$ cat src/rtl/byte_serial_adder_pkg.sv
// byte_serial_adder_pkg
//   Shared types for the byte-serial adder and its 8-bit prefix adder core.
//   BYTE_W : datapath width of one beat
//   byte_t : one operand / result byte
//   sum_t  : adder result, carry-out alongside the sum byte
package byte_serial_adder_pkg;

    localparam int BYTE_W = 8;

    typedef logic [BYTE_W-1:0] byte_t;

    typedef struct packed {
        logic  cout;
        byte_t sum;
    } sum_t;

endpackage

$ cat src/rtl/byte_serial_adder_if.sv
// byte_serial_adder_if
//   Operand input stream and result output stream of the byte-serial adder.
//   Upstream:   in_valid, in_ready, in_a, in_b          (one byte pair per beat, LSB first)
//   Downstream: out_valid, out_ready, out_sum, out_last, out_carry
//   master : the side that produces operands and consumes results
//   slave  : the adder itself
interface byte_serial_adder_if;
    import byte_serial_adder_pkg::*;

    logic  in_valid;
    logic  in_ready;
    byte_t in_a;
    byte_t in_b;
    logic  out_valid;
    logic  out_ready;
    byte_t out_sum;
    logic  out_last;
    logic  out_carry;

    modport master (
        output in_valid, in_a, in_b, out_ready,
        input  in_ready, out_valid, out_sum, out_last, out_carry
    );

    modport slave (
        input  in_valid, in_a, in_b, out_ready,
        output in_ready, out_valid, out_sum, out_last, out_carry
    );

endinterface

$ cat src/rtl/byte_serial_adder_add8_cin.sv
// add8_cin
//   Combinational 8-bit Ladner-Fischer parallel-prefix adder with carry-in.
//   a, b : operand bytes (bit 0 = LSB)
//   cin  : carry into bit 0
//   sum  : (a + b + cin) mod 256
//   cout : carry out of bit 7
//   Carry-in is folded into the bit-0 generate term, so every group
//   generate G[i:0] already includes cin and no separate carry-in level is needed.
module add8_cin
    import byte_serial_adder_pkg::*;
(
    input  byte_t a,
    input  byte_t b,
    input  logic  cin,
    output byte_t sum,
    output logic  cout
);

    byte_t g;
    byte_t p;
    byte_t carry;

    // level 1: pairs
    logic g10, g32, p32, g54, p54, g76, p76;
    // level 2: spans of up to four bits
    logic g20, g30, g64, p64, g74, p74;
    // level 3: spans reaching bit 0
    logic g40, g50, g60, g70;

    always_comb begin
        p    = a ^ b;
        g    = a & b;
        g[0] = (a[0] & b[0]) | (p[0] & cin);

        g10 = g[1] | (p[1] & g[0]);
        g32 = g[3] | (p[3] & g[2]);
        p32 = p[3] & p[2];
        g54 = g[5] | (p[5] & g[4]);
        p54 = p[5] & p[4];
        g76 = g[7] | (p[7] & g[6]);
        p76 = p[7] & p[6];

        g20 = g[2] | (p[2] & g10);
        g30 = g32  | (p32  & g10);
        g64 = g[6] | (p[6] & g54);
        p64 = p[6] & p54;
        g74 = g76  | (p76  & g54);
        p74 = p76  & p54;

        g40 = g[4] | (p[4] & g30);
        g50 = g54  | (p54  & g30);
        g60 = g64  | (p64  & g30);
        g70 = g74  | (p74  & g30);

        carry = {g60, g50, g40, g30, g20, g10, g[0], cin};
        sum   = p ^ carry;
        cout  = g70;
    end

endmodule

$ cat src/rtl/byte_serial_adder.sv
// byte_serial_adder
//   Adds two NUM_BYTES-wide operands presented one byte pair per beat,
//   least significant byte first, chaining the carry between beats and
//   emitting one registered sum byte per beat.
//   clk   : rising-edge clock
//   rst_n : asynchronous active-low reset
//   clear : synchronous abort of the partial frame and any pending result
//   bus   : operand / result streams (see byte_serial_adder_if)
//   busy  : a frame is partially accepted (byte index != 0)
module byte_serial_adder
    import byte_serial_adder_pkg::*;
#(
    parameter int NUM_BYTES = 4
) (
    input  logic                clk,
    input  logic                rst_n,
    input  logic                clear,
    byte_serial_adder_if.slave  bus,
    output logic                busy
);

    localparam int               CNT_W    = (NUM_BYTES > 1) ? $clog2(NUM_BYTES) : 1;
    localparam logic [CNT_W-1:0] LAST_IDX = CNT_W'(NUM_BYTES - 1);

    logic [CNT_W-1:0] idx_q, idx_d;
    logic             carry_q, carry_d;
    logic             out_valid_q, out_valid_d;
    byte_t            out_sum_q, out_sum_d;
    logic             out_last_q, out_last_d;
    logic             out_carry_q, out_carry_d;

    logic  in_ready;
    logic  accept;
    logic  is_last;
    byte_t add_a;
    byte_t add_b;
    sum_t  add_res;

    add8_cin u_add8_cin (
        .a    (add_a),
        .b    (add_b),
        .cin  (carry_q),
        .sum  (add_res.sum),
        .cout (add_res.cout)
    );

    always_comb begin
        in_ready = !out_valid_q || bus.out_ready;
        accept   = bus.in_valid && in_ready && !clear;
        is_last  = (idx_q == LAST_IDX);

        // Operands only reach the adder on an accepted beat, so undriven
        // pins between beats never reach the result registers.
        add_a = accept ? bus.in_a : '0;
        add_b = accept ? bus.in_b : '0;

        idx_d       = idx_q;
        carry_d     = carry_q;
        out_valid_d = out_valid_q;
        out_sum_d   = out_sum_q;
        out_last_d  = out_last_q;
        out_carry_d = out_carry_q;

        if (clear) begin
            idx_d       = '0;
            carry_d     = 1'b0;
            out_valid_d = 1'b0;
            out_sum_d   = '0;
            out_last_d  = 1'b0;
            out_carry_d = 1'b0;
        end else if (accept) begin
            out_valid_d = 1'b1;
            out_sum_d   = add_res.sum;
            out_last_d  = is_last;
            out_carry_d = is_last ? add_res.cout : 1'b0;
            // Carry is dropped at the frame boundary so byte 0 always starts clean.
            carry_d     = is_last ? 1'b0 : add_res.cout;
            idx_d       = is_last ? '0 : idx_q + 1'b1;
        end else if (out_valid_q && bus.out_ready) begin
            out_valid_d = 1'b0;
        end
    end

    always_ff @(posedge clk or negedge rst_n) begin
        if (!rst_n) begin
            idx_q       <= '0;
            carry_q     <= 1'b0;
            out_valid_q <= 1'b0;
            out_sum_q   <= '0;
            out_last_q  <= 1'b0;
            out_carry_q <= 1'b0;
        end else begin
            idx_q       <= idx_d;
            carry_q     <= carry_d;
            out_valid_q <= out_valid_d;
            out_sum_q   <= out_sum_d;
            out_last_q  <= out_last_d;
            out_carry_q <= out_carry_d;
        end
    end

    assign bus.in_ready  = in_ready;
    assign bus.out_valid = out_valid_q;
    assign bus.out_sum   = out_sum_q;
    assign bus.out_last  = out_last_q;
    assign bus.out_carry = out_carry_q;
    assign busy          = (idx_q != '0);

endmodule
$ cat src/flat_wrapper.sv
// flat-port wrapper written by rule: the top's interface ports become plain ports
module byte_serial_adder_flat import byte_serial_adder_pkg::*;
#(
    parameter int NUM_BYTES = 4
)
  (clk, rst_n, clear, busy, bus_in_valid, bus_in_a, bus_in_b, bus_out_ready, bus_in_ready, bus_out_valid, bus_out_sum, bus_out_last, bus_out_carry);
  byte_serial_adder_if bus_i ();
  input  logic clk;
  input  logic rst_n;
  input  logic clear;
  output logic busy;
  input wire logic [$bits(bus_i.in_valid)-1:0] bus_in_valid;
  input wire logic [$bits(bus_i.in_a)-1:0] bus_in_a;
  input wire logic [$bits(bus_i.in_b)-1:0] bus_in_b;
  input wire logic [$bits(bus_i.out_ready)-1:0] bus_out_ready;
  output wire logic [$bits(bus_i.in_ready)-1:0] bus_in_ready;
  output wire logic [$bits(bus_i.out_valid)-1:0] bus_out_valid;
  output wire logic [$bits(bus_i.out_sum)-1:0] bus_out_sum;
  output wire logic [$bits(bus_i.out_last)-1:0] bus_out_last;
  output wire logic [$bits(bus_i.out_carry)-1:0] bus_out_carry;
  assign bus_i.in_valid = bus_in_valid;
  assign bus_i.in_a = bus_in_a;
  assign bus_i.in_b = bus_in_b;
  assign bus_i.out_ready = bus_out_ready;
  assign bus_in_ready = bus_i.in_ready;
  assign bus_out_valid = bus_i.out_valid;
  assign bus_out_sum = bus_i.out_sum;
  assign bus_out_last = bus_i.out_last;
  assign bus_out_carry = bus_i.out_carry;
  byte_serial_adder #(.NUM_BYTES(NUM_BYTES)) u_core (.clk(clk), .rst_n(rst_n), .clear(clear), .bus(bus_i), .busy(busy));
endmodule
$ cat config.mk
export PLATFORM = sky130hd
export DESIGN_NAME = byte_serial_adder_flat
export DESIGN_NICKNAME = d
export VERILOG_FILES = /design/src/rtl/byte_serial_adder_pkg.sv /design/src/rtl/byte_serial_adder_if.sv /design/src/rtl/byte_serial_adder_add8_cin.sv /design/src/rtl/byte_serial_adder.sv /design/src/flat_wrapper.sv
export SDC_FILE = /design/constraint.sdc
export NUM_CORES = 1
export LEC_CHECK = 0
export CAP_MARGIN = 20
export CORE_AREA = 2 2 49 51
export DETAILED_ROUTE_END_ITERATION = 12
export DIE_AREA = 0 0 51 53
export PLACE_DENSITY_LB_ADDON = 0.2
export SETUP_SLACK_MARGIN = 0.4
export SYNTH_ARGS = -nofsm -noshare
export SYNTH_HDL_FRONTEND = slang
export SYNTH_SLANG_ARGS = --single-unit
$ cat constraint.sdc
create_clock -name clk -period 7.05 [get_ports clk]
set_input_delay 1.41 -clock clk [delete_from_list [all_inputs] [get_ports clk]]
set_output_delay 1.41 -clock clk [all_outputs]
set_load 0.01 [all_outputs]
==> flow_summary.toml, run 1 <==
[route]
avgViaCountPerCell = 5.14
drt_iter0_markers = 18
dr.pass1.iters = 4
vias = 838
wirelength_um = 1970
drt_drc_violations_left = 0
antenna_left = 0
detail_route.wl_per_cell_um = 12.1

[logic_synthesis]
yosysUniqueCellTypes = 33
synth_top_family_by_area = "simple AND/OR/NAND/NOR gates"
synth-compound-area-share_pct = 18.1
syn_inst = 99
ys_warn_count = 0
synth_xor_area_share_pct = 1.81
synthSimpleGateAreaFrac_pct = 21.4
syn-num-nets = 132
synth_top_area_cell = "dfrtp_1"
synthesis.area_sq_um = 970
synth_seq_area_share_pct = 36.1
ys_ff_latch = 14
muxShareOfSynthArea_pct = 0
synth_top_area_share_pct = 36.1
syn_avg_cell_area_sq_um = 9.79
synth_fa_ha_area_share_pct = 18.6
synth_area_leaders = "dfrtp_1, ha_1, fa_1"

[power]
p_comb_share_pct = 23.6
vdd_drop_max_uv = 73.4
p_sw_w = 0.0000466
p_clk_share_pct = 30.5
cellPowerDensity_nw_per_um2 = 136
p_leak_nw = 0.612
swShare_pct = 25.0
p_int_w = 0.000140
p_seq_share_pct = 45.9

[clock_tree]
clkTransAtPathRegs_ps = 90
cts-resized-gates = 0
tritoncts = "done"
cts_root_buffer = "clkbuf_4"
htree_levels = 1
postCtsHoldBufs = 0
cts_max_path_buffers = 2
cts_buffers = 3
cts_setup_buffers = 0
cts.sinks = 14
clock_latency_ps = 280

[sta]
rsz0062_at_grt = "no"
worst_pin_slew_ps = 625
min_period_over_period_pct = 59.5
relSlewSlack_pct = 58.2
fin_setup_tns_ps = 0
slew_violations = 0
fin_ws_ps = 2860
finalSetupViolCount = 0
worst_clock_skew_ps = 6.11
finalCriticalPeriod_ps = 4190
timing.final.hold_violations = 0
fmax_mhz = 238

[global_route]
grt_pass1_vias = 841
grtUsageTotal_pct = 16.8
grt_first_pass_wirelength_um = 3310
antenna_found_initial = 0
grt_overflow = 0
grt_max_degree = 25

[hold_path]
whs_endpoint = "u_core.bus.out_sum[0]"
worstHoldPathType = "register to register"
min_from = "u_core.bus.out_sum[0]"
hold_depth = 2

[cells_and_area]
area_growth_pct = 41.7
drive_above_1_share_pct = 8.15
antenna_cells = 0
final_cell_mix = "clkdlybuf4s50_1, nand2_1, dfrtp_1"
nFillCells = 175
finalInstanceArea_sq_um = 1370
nets = 169
final_util_pct = 63.9
final_common_cell = "clkdlybuf4s50_1"

[critical_path]
cp_max_fo = 24
r2r-start = "u_core.bus.out_valid"
worstPathRequired_ps = 7220
startpoint_type = "input port"
r2r_slack_ps = 4080
critPathMostFrequentCell = "fa_1"
r2r-end = "u_core.bus.out_sum[4]"
critPathTopFamily = "adder cells"
slowest_stage = "clkdlybuf4s50_1"
max_stage_delay_ps = 450
crit_cells = 12
critical_path_class = "input port to register"
endpoint_kind = "register"
worstPathArrival_ps = 4370
r2r_cells = 11
crit_chain = "clkdlybuf4s50_1 > and2b_1 > nor3_2 > buf_4 > nand2_1 > fa_1 > fa_1 > nor2b_1 > o21ai_0 > nand2b_1 > fa_1 > a22o_1"
path_buf_inv = 2

[status]
status = "finished, final reports clean"

[floorplanning]
core.rowCount = 17
initial_utilization_pct = 45.1
dieArea_sq_um = 2700
core_area_sq_um = 2150
die_w_um = 51
fp.dieH_um = 53
ios = 34

[placed_design]
pre_cts_slack_ps = 2590
place.gp.congestion = 0.859
port_buffers = 33
dpl-instance-area_sq_um = 1330
dp.final_hpwl_um = 1570

[job]
cap_violations = 0
routing by layer:
metal | vias to the layer above | share of wire [%] | global-route usage [%]
met5 | - | 0 | 0
met2 | 19 | 51 | 31.0
met3 | 4 | 3.3 | 1.69
met1 | 396 | 43 | 18.6
li1 | 419 | - | -
met4 | 0 | 2.3 | 10.4
registers in the layout, summed over array words and instances (netlist names):
| name | flops |
|---|---|
| u_core.idx_q | 2 |
| u_core.bus.out_valid | 1 |
| u_core.bus.out_sum | 8 |
| u_core.bus.out_last | 1 |
| u_core.carry_q | 1 |
| u_core.bus.out_carry | 1 |
cell usage after synthesis (all sizes together):
cell type / instances
a21oi: 3
or3: 1
nor3: 2
a32oi: 1
a21boi: 1
a311o: 1
or4: 1
clkbuf: 2
a32o: 1
and4: 1
dfrtp: 14
nand2: 14
o21a: 1
a22o: 4
buf: 1
a22oi: 1
and2b: 1
nand3: 3
nor4: 1
ha: 8
inv: 7
fa: 4
nand2b: 1
xnor2: 2
o211ai: 1
and2: 12
o31ai: 1
o21ai: 7
nor2b: 1
o2111ai: 1
worst max path at each step:
stage	from	to	slack (ps)
2_1_floorplan	bus_out_ready	u_core.bus.out_sum[4]	3010
3_3_place_gp	bus_out_ready	u_core.bus.out_sum[4]	2650
3_5_place_dp	bus_out_ready	u_core.bus.out_sum[4]	2590
4_1_cts	bus_out_ready	u_core.bus.out_sum[4]	2860
5_1_grt	bus_out_ready	u_core.bus.out_sum[4]	2630
6_report	bus_out_ready	u_core.bus.out_sum[4]	2860
kinds of logic (layout without fill, tap and decap cells):
kind of cell	Yosys count	in the layout
fa+ha+maj	12	12
flops	14	14
compound gates	23	23
simple gates	38	38
buf+inv	10	46
xor+xnor	2	2
metrics by stage:
| step | instances | hold WS [ps] | total power, W |
|---|---|---|---|
| 2_1_floorplan | 99 | 467 | 0.000107 |
| 3_3_place_gp | 158 | 462 | 0.000130 |
| 3_5_place_dp | 158 | 470 | 0.000132 |
| 4_1_cts | 162 | 490 | 0.000189 |
| 5_1_grt | 163 | 518 | 0.000198 |
| 6_report | 163 | 482 | 0.000187 |
worst reg2reg max path, cell delays in order (launching register included):
cell and delay [ps]:
dfrtp_1 380, and2b_1 200, nor3_2 110, buf_4 250, nand2_1 110, fa_1 400, fa_1 390, nor2b_1 210
o21ai_0 110, nand2b_1 90, fa_1 410, a22o_1 210
final cells by class:
class / count / area [sq um] / share of cell area (%)
inverters: 7 / 26.3 / 1.91
clock buffers: 4 / 36.3 / 2.64
flip-flops and latches: 14 / 350 / 25.5
multi-input cells: 75 / 581 / 42.3
repair buffers: 35 / 345 / 25.1
well taps: 28 / 35.0 / 2.55
power by group through the flow:
| stage | Clock, W | Sequential, W | Combinational, W |
|---|---|---|---|
| finish | 0.0000569 | 0.0000857 | 0.0000440 |
| global route | 0.0000623 | 0.0000862 | 0.0000494 |
| CTS | 0.0000586 | 0.0000858 | 0.0000442 |
| detailed placement | 0 | 0.0000874 | 0.0000441 |
| global placement | 0 | 0.0000873 | 0.0000431 |
| floorplan | 0 | 0.0000883 | 0.0000189 |
Note: power is estimated with default switching activity, not from simulation.
==> inputs of run 2 (changes only) <==
--- a/config.mk
+++ b/config.mk
@@ -6,9 +6,9 @@
 export NUM_CORES = 1
 export LEC_CHECK = 0
 export CAP_MARGIN = 20
-export CORE_AREA = 2 2 49 51
+export CORE_AREA = 2 2 50 52
 export DETAILED_ROUTE_END_ITERATION = 12
-export DIE_AREA = 0 0 51 53
+export DIE_AREA = 0 0 52 54
 export PLACE_DENSITY_LB_ADDON = 0.2
 export SETUP_SLACK_MARGIN = 0.4
 export SYNTH_ARGS = -nofsm -noshare
==> constraint.sdc (replaced) <==
create_clock -name clk -period 4.1 [get_ports clk]
set_input_delay 0.82 -clock clk [delete_from_list [all_inputs] [get_ports clk]]
set_output_delay 0.82 -clock clk [all_outputs]
set_load 0.01 [all_outputs]
==> flow_summary.toml, run 2 (synthesis results as in run 1) <==
[status]
status = "finished, final reports clean"

[route]
wl_met2_um = 1110
drt_drc_violations_left = 0
vias = 843
avgViaCountPerCell = 5.08
dr.pass1.iters = 4
drt_iter0_markers = 5
detail_route.wl_per_cell_um = 12.9
antenna_left = 0
highest_layer = "met4"
wirelength_um = 2140
met3_length_um = 73
wirelength_met1_um = 890

[clock_tree]
tritoncts = "done"
cts-resized-gates = 0
cts_max_path_buffers = 2
cts_setup_buffers = 0
htree_levels = 1
cts_root_buffer = "clkbuf_4"
clock_latency_ps = 280
cts_buffers = 3
cts.sinks = 14
clkTransAtPathRegs_ps = 80
postCtsHoldBufs = 0

[critical_path]
r2r_cells = 10
max_stage_delay_ps = 450
worstPathRequired_ps = 4270
worstPathArrival_ps = 3690
slowest_stage = "clkdlybuf4s50_1"
r2r-start = "u_core.bus.out_valid"
startpoint_type = "input port"
endpoint_kind = "register"
critical_path_class = "input port to register"
critPathMostFrequentCell = "fa_1"
cp_max_fo = 4
startpoint = "bus_out_ready"
r2r_slack_ps = 1210
r2r-end = "u_core.bus.out_sum[4]"
crit_chain = "clkdlybuf4s50_1 > and2b_1 > nor3_2 > nand2_1 > fa_1 > fa_1 > nor2b_1 > o21ai_0 > nand2b_1 > fa_1 > a22o_1"

[floorplanning]
die_w_um = 52
dieArea_sq_um = 2810
core_area_sq_um = 2320
ios = 34
core.rowCount = 18
initial_utilization_pct = 41.8
fp.dieH_um = 54

[placed_design]
place.gp.congestion = 0.844
pre_cts_slack_ps = 291
port_buffers = 33
dp.final_hpwl_um = 1690

[sta]
whs_ps = 483
timing.final.hold_violations = 0
relSlewSlack_pct = 58.3
finalCriticalPeriod_ps = 3520
worst_clock_skew_ps = 0.995
slew_violations = 0
fmax_mhz = 284
rsz0062_at_grt = "no"
fin_setup_tns_ps = 0
fin_ws_ps = 579
min_period_over_period_pct = 85.9
worst_pin_slew_ps = 624
finalSetupViolCount = 0

[global_route]
grt_max_degree = 15
grt_first_pass_wirelength_um = 3320
antenna_found_initial = 0
grt_pass1_vias = 804
grtUsageTotal_pct = 16.0
grt_overflow = 0

[cells_and_area]
antenna_cells = 0
drive_above_1_share_pct = 8.82
largest_reg_flops = 8
multi_input_area_sq_um = 581
final_cell_mix = "clkdlybuf4s50_1, nand2_1, dfrtp_1"
final_common_cell = "clkdlybuf4s50_1"
seqCellArea_sq_um = 350
nets = 170
nFillCells = 219
area_growth_pct = 42.7

[power]
p_leak_nw = 0.618
cellPowerDensity_nw_per_um2 = 234
p_clk_share_pct = 30.5
swShare_pct = 25.3
p_comb_share_pct = 23.9
vdd_drop_max_uv = 132
finalPower_w = 0.000323
p_seq_share_pct = 45.6
p_sw_w = 0.0000820
p_int_w = 0.000242

[job]
cap_violations = 0

[hold_path]
worstHoldPathType = "register to register"
min_from = "u_core.bus.out_sum[0]"
whs_endpoint = "u_core.bus.out_sum[0]"
hold_depth = 2
-- run 2: worst max path at each step --
stage,to,slack [ps],cells past startpoint
final,u_core.bus.out_sum[4],580,11
after detailed placement,u_core.bus.out_sum[4],290,11
after global placement,u_core.bus.out_sum[4],400,11
after floorplan,u_core.bus.out_sum[4],650,11
after global routing,u_core.bus.out_sum[4],480,11
after CTS,u_core.bus.out_sum[4],570,11
-- run 2: power groups by stage --
stage	Combinational, W	Sequential, W	Clock (W)
finish	0.0000774	0.000148	0.0000985
global route	0.0000862	0.000148	0.000106
CTS	0.0000774	0.000148	0.000100
detailed placement	0.0000771	0.000150	0
global placement	0.0000756	0.000150	0
floorplan	0.0000325	0.000152	0
-- run 2: layout make-up --
| cell class | instances | share of cell area [%] |
|---|---|---|
| sequential | 14 | 25.3 |
| inverter | 7 | 1.90 |
| timing repair buffer | 36 | 25.5 |
| tap | 30 | 2.71 |
| multi-input combinational | 75 | 42.0 |
| clock buffer | 4 | 2.62 |
-- run 2: critical path, delay by kind of cell --
kind            cells  cell delay [ps]
buf+inv             1              450
fa+ha+maj           3             1210
compound gates      2              320
simple gates        5              880
-- run 2: per-layer routing --
| layer | vias to the layer above | GRT usage, % |
|---|---|---|
| met2 | 24 | 30.4 |
| met4 | 0 | 8.33 |
| met5 | - | 0 |
| li1 | 419 | - |
| met3 | 8 | 1.67 |
| met1 | 392 | 17.6 |
-- run 2: per-stage QoR --
stage	utilization (%)	instances	area, sq um
floorplan	-	99	970
detailed placement	57.8	161	1340
global route	59.7	166	1380
finish	59.7	166	1380
global placement	57.8	161	1340
CTS	59.3	165	1380
